==> src/rtl/axi_rd_stream_ctrl.sv <==
// axi_rd_stream_ctrl: read-DMA sequencer that fetches a buffer over AXI4 AR/R and emits it as one AXI-Stream packet
module axi_rd_stream_ctrl #(
  parameter int ADDR_WIDTH      = 32,
  parameter int DATA_WIDTH      = 64,
  parameter int ID_WIDTH        = 4,
  parameter int LEN_WIDTH       = 24,
  parameter int MAX_BURST       = 16,
  parameter int MAX_OUTSTANDING = 4
) (
  input  logic                    clk,
  input  logic                    rst,
  input  logic                    ap_start,
  output logic                    ap_done,
  input  logic [ADDR_WIDTH-1:0]   cfg_addr,
  input  logic [LEN_WIDTH-1:0]    cfg_beats,
  output logic                    err,
  output logic [ID_WIDTH-1:0]     m_axi_arid,
  output logic [ADDR_WIDTH-1:0]   m_axi_araddr,
  output logic [7:0]              m_axi_arlen,
  output logic [2:0]              m_axi_arsize,
  output logic [1:0]              m_axi_arburst,
  output logic                    m_axi_arvalid,
  input  logic                    m_axi_arready,
  input  logic [DATA_WIDTH-1:0]   m_axi_rdata,
  input  logic [1:0]              m_axi_rresp,
  input  logic                    m_axi_rlast,
  input  logic                    m_axi_rvalid,
  output logic                    m_axi_rready,
  output logic                    m_axis_tvalid,
  output logic [DATA_WIDTH-1:0]   m_axis_tdata,
  output logic [DATA_WIDTH/8-1:0] m_axis_tkeep,
  output logic                    m_axis_tlast,
  input  logic                    m_axis_tready
);
  localparam int BSH = $clog2(DATA_WIDTH / 8);
  localparam int OW  = $clog2(MAX_OUTSTANDING + 1);
  localparam int CW  = LEN_WIDTH > 13 ? LEN_WIDTH : 13;
  localparam logic [1:0] IDLE = 2'd0, RUN = 2'd1, DONE = 2'd2;
  logic [1:0]            state;
  logic [ADDR_WIDTH-1:0] addr;
  logic [LEN_WIDTH-1:0]  rem_ar, rem_r;
  logic [OW-1:0]         outstanding, out_nx;
  logic [12:0]           pg_beats;
  logic [CW-1:0]         len_a, len;
  logic                  run, ar_hs, r_hs, r_fin, ar_load;
  assign run      = state == RUN;
  assign ar_hs    = m_axi_arvalid & m_axi_arready;
  assign r_hs     = m_axi_rvalid & m_axi_rready;
  assign r_fin    = r_hs & m_axi_rlast;
  assign pg_beats = (13'd4096 - {1'b0, addr[11:0]}) >> BSH;
  assign len_a    = CW'(rem_ar) < CW'(MAX_BURST) ? CW'(rem_ar) : CW'(MAX_BURST);
  assign len      = CW'(pg_beats) < len_a ? CW'(pg_beats) : len_a;
  assign out_nx   = outstanding + OW'(ar_hs) - OW'(r_fin);
  // addr/rem_ar track the next unpresented burst, so a new AR is loaded the edge the previous one handshakes
  assign ar_load  = run & (~m_axi_arvalid | m_axi_arready) & (rem_ar != '0) & (out_nx < OW'(MAX_OUTSTANDING));
  always_ff @(posedge clk) begin
    if (rst) begin
      state         <= IDLE;
      addr          <= '0;
      rem_ar        <= '0;
      rem_r         <= '0;
      outstanding   <= '0;
      m_axi_arvalid <= 1'b0;
      m_axi_araddr  <= '0;
      m_axi_arlen   <= '0;
      err           <= 1'b0;
    end else begin
      m_axi_arvalid <= ar_load | (m_axi_arvalid & ~m_axi_arready);
      outstanding   <= out_nx;
      if (ar_load) begin
        m_axi_araddr <= addr;
        m_axi_arlen  <= 8'(len - CW'(1));
        addr         <= addr + (ADDR_WIDTH'(len) << BSH);
        rem_ar       <= rem_ar - LEN_WIDTH'(len);
      end
      if (r_hs) begin
        rem_r <= rem_r - LEN_WIDTH'(1);
        if (m_axi_rresp != 2'b00) err <= 1'b1;
      end
      if (state == IDLE && ap_start) begin
        state <= cfg_beats != '0 ? RUN : DONE;
        if (cfg_beats != '0) begin
          addr   <= cfg_addr;
          rem_ar <= cfg_beats;
          rem_r  <= cfg_beats;
          err    <= 1'b0;
        end
      end else if (run && r_hs && rem_r == LEN_WIDTH'(1)) begin
        state <= DONE;
      end else if (state == DONE) begin
        state <= IDLE;
      end
    end
  end
  assign ap_done       = state == DONE;
  assign m_axi_arid    = '0;
  assign m_axi_arsize  = 3'(BSH);
  assign m_axi_arburst = 2'b01;
  assign m_axi_rready  = m_axis_tready & run;
  assign m_axis_tvalid = m_axi_rvalid & run;
  assign m_axis_tdata  = m_axi_rdata;
  assign m_axis_tkeep  = '1;
  assign m_axis_tlast  = run & (rem_r == LEN_WIDTH'(1));
endmodule
==> config.mk <==
export PLATFORM = sky130hd
export DESIGN_NAME = axi_rd_stream_ctrl
export DESIGN_NICKNAME = d
export VERILOG_FILES = /design/src/rtl/axi_rd_stream_ctrl.sv
export SDC_FILE = /design/constraint.sdc
export NUM_CORES = 1
export LEC_CHECK = 0
export CORE_MARGIN = 2
export CORE_UTILIZATION = 45
export DETAILED_ROUTE_END_ITERATION = 6
export PLACE_DENSITY = 0.74
export SYNTH_ARGS = -nofsm -noshare
export SYNTH_HDL_FRONTEND = slang
export SYNTH_SLANG_ARGS = --single-unit
==> constraint.sdc <==
create_clock -name clk -period 6.6 [get_ports clk]
set_clock_uncertainty 0.15 [all_clocks]
set_input_delay 1.32 -clock clk [delete_from_list [all_inputs] [get_ports clk]]
set_output_delay 1.32 -clock clk [all_outputs]
set_load 0.05 [all_outputs]
==> run metrics <==
Routed WL=28.0 mm; CP max stage cell=or4_4; largest net degree at the start of global routing=88; Arrival @ worst endpoint=6.36 ns; CTS tree=built; Worst setup EP type=register; initial antenna violation count=1; number of global-route vias before repair=8968; gpl congestion=0.954; Final Max Slew Viols=0; crit-path cells=or4_4, o21ai_0, and2_1, ha_1, a21oi_1, a211o_2, a31oi_1, a21oi_1, buf_4, and2_1, a21oi_1, inv_1, ha_1, a21o_1, a32oi_1, nand2_1, buf_4, a21oi_1, nor2_1, o31a_1, xnor2_1, a2111oi_0; setup TNS=0 ns; gr ovfl total=0; Post-layout nets=1520; #FFs+latches synth=127; max-cap violations=0; Longest Clk Path Bufs=2; fin crit period=6.20 ns; Antenna Violating Nets Remaining=0; clock-pin slew on the worst setup and hold paths=0.06 ns; Rel. slew slack=0.371; syn avg cell area=7.68 sq um; most frequent cells in the layout=nand2_1, dfxtp_1, a21oi_1; Final setup viols=0; Buf/Inv on CP=3; FMAX=161 MHz; GR peak layer=met2; DR vias=9468; Core ar.=0.0212 sq mm; most common cell after layout, fill and taps aside=nand2_1; Area Overhead vs Synth=15.7%; worst skew pair latency=0.44 ns; Max stage delay on crit path=0.65 ns; Wirelength per Cell=17.2 um; delay-heaviest family, CP=compound AO/OA/AOI/OAI gates; Pre-antenna DRT Iters=5; CP Launch Type=register; asr flop ratio synth=0; crit-path max FO=10; IO Count=256; Synth Flop Type=dfxtp_1; PnR worst setup slack=0.397 ns; pre-CTS setup slack=0.212 ns; share of post-route cells with drive strength above 1=0.0889; Peak VDD IR=0.216 mV; Worst Max-Slew Pin Slew=0.943 ns; CP most frequent cell=a21oi_1; Die X=152 um; final hold viol count=0; Num CTS Buffers=17; Post-CTS Hold Fix Bufs=0; GR Util All Layers=0.245; die area=0.0230 sq mm; outcome=complete, no violations; clk root buf=clkbuf_16; diodes inserted=0; critical path class=register to register; Pleak=4.45 nW; # clock sinks=127; Die Ht=152 um; P per Cell Area=320 mW/mm^2; DP HPWL=20.8 mm; RSZ-0062 raised after global routing=false; Cells after Synth=1276; Netlist Area Pre-Place=0.00980 sq mm; Via density=5.83; Ys Warns=0; DRT iter0 DRCs=706; GR met2 Demand/Resource=0.396; met3 Use GR=0.0536; IO Port Bufs=110; register area share after synthesis=0.259; first-pass GRT wire length=45.0 mm; drt drc=0; initial core utilization=0.462; Cell variety after synth=96; Tightest Hold Check Type=register to register; part of the cycle the worst path needs=0.940; GR Util met1=0.323; cell row count=53; critical path required time=6.76 ns; Post-synth EDFFs=0; CTS H-tree lvls=4
## flip-flops by register name (all words and copies together) (netlist names)
register,count
rem_r,24
m_axi_araddr,32
rem_ar,24
addr,32
outstanding,3
m_axi_arvalid,1
err,1
m_axi_arlen,8
state,2
## worst paths after layout
check	start	to	slack, ns	cells past startpoint
worst min register to register	m_axi_araddr[4]	m_axi_araddr[4]	0.30	2
worst max-delay path	addr[0]	addr[24]	0.40	22
worst min-delay path	m_axi_araddr[4]	m_axi_araddr[4]	0.30	2
worst max register to register	addr[0]	addr[24]	0.40	22
## stage by stage
stage               cell area, sq um  hold WS, ns  total power (W)  std cells  utilization
CTS                            11300        0.306          0.00360       1625        0.532
global route                   11300        0.325          0.00385       1625        0.534
global placement               10800        0.292          0.00269       1593        0.507
finish                         11300        0.301          0.00362       1625        0.534
detailed placement             10800        0.298          0.00270       1593        0.507
floorplan                       9980        0.290          0.00235       1323            -
## repair_timing
action | in CTS | in global routing
setup buffers | 0 | 0
setup endpoints to repair | 0 | 24
resized for setup | 0 | 9
## kinds of logic after synthesis
group	share of synthesized area
buffers and inverters	0.106
xor gates and xnor gates	0.0577
other	0.000766
DFF	0.259
and+or+nand+nor	0.231
AOI/OAI and AO/OA	0.266
muxes	0.00613
adders and majority gates	0.0725
## worst reg2reg max path, stage by stage, from the launching register on
cell and delay, ns:
dfxtp_1 0.36, or4_4 0.65, o21ai_0 0.34, and2_1 0.28, ha_1 0.27, a21oi_1 0.16
a211o_2 0.39, a31oi_1 0.36, a21oi_1 0.13, buf_4 0.19, and2_1 0.15, a21oi_1 0.30
inv_1 0.11, ha_1 0.34, a21o_1 0.21, a32oi_1 0.20, nand2_1 0.14, buf_4 0.19
a21oi_1 0.20, nor2_1 0.11, o31a_1 0.32, xnor2_1 0.14, a2111oi_0 0.40
## routing by layer
layer	vias to the layer above	wire, um
met4	2	683
met3	68	1860
met2	347	12700
met1	4430	12700
met5	-	13
li1	4621	-
## Yosys cell counts, drive strengths merged (7+ instances only)
cell / n / share of area
nand2b: 7 / 0.0045
o21a: 9 / 0.0069
o211ai: 11 / 0.0089
a311oi: 14 / 0.013
nand2: 167 / 0.065
ha: 52 / 0.066
nor4: 26 / 0.020
clkbuf: 49 / 0.022
a21boi: 7 / 0.0054
o21ai: 44 / 0.024
a21o: 31 / 0.024
o31ai: 9 / 0.0097
nor2b: 9 / 0.0057
xnor2: 41 / 0.037
nor2: 111 / 0.043
buf: 96 / 0.071
or3: 17 / 0.011
a211oi: 30 / 0.023
and2: 12 / 0.0077
o21bai: 14 / 0.011
nand3: 28 / 0.014
inv: 35 / 0.013
nand4: 10 / 0.0064
a21oi: 129 / 0.067
nor3: 36 / 0.019
a2111oi: 13 / 0.018
and3: 15 / 0.0096
xor2: 21 / 0.019
dfxtp: 127 / 0.26
a31oi: 15 / 0.0096
## power by group
group          internal (W)  switching [W]
registers          0.000855      0.0000937
clock network      0.000496       0.000393
logic              0.000688        0.00110
total               0.00204        0.00158
## cell type report
cell class	count	area, sq um
Clock buffer	19	443
Clock inverter	13	105
Timing Repair Buffer	140	1320
Sequential cell	127	2540
Fill cell	2004	9880
Tap cell	275	344
Inverter	35	131
Multi-Input combinational cell	1016	6450
No activity file was read; power rests on OpenSTA's default activity.
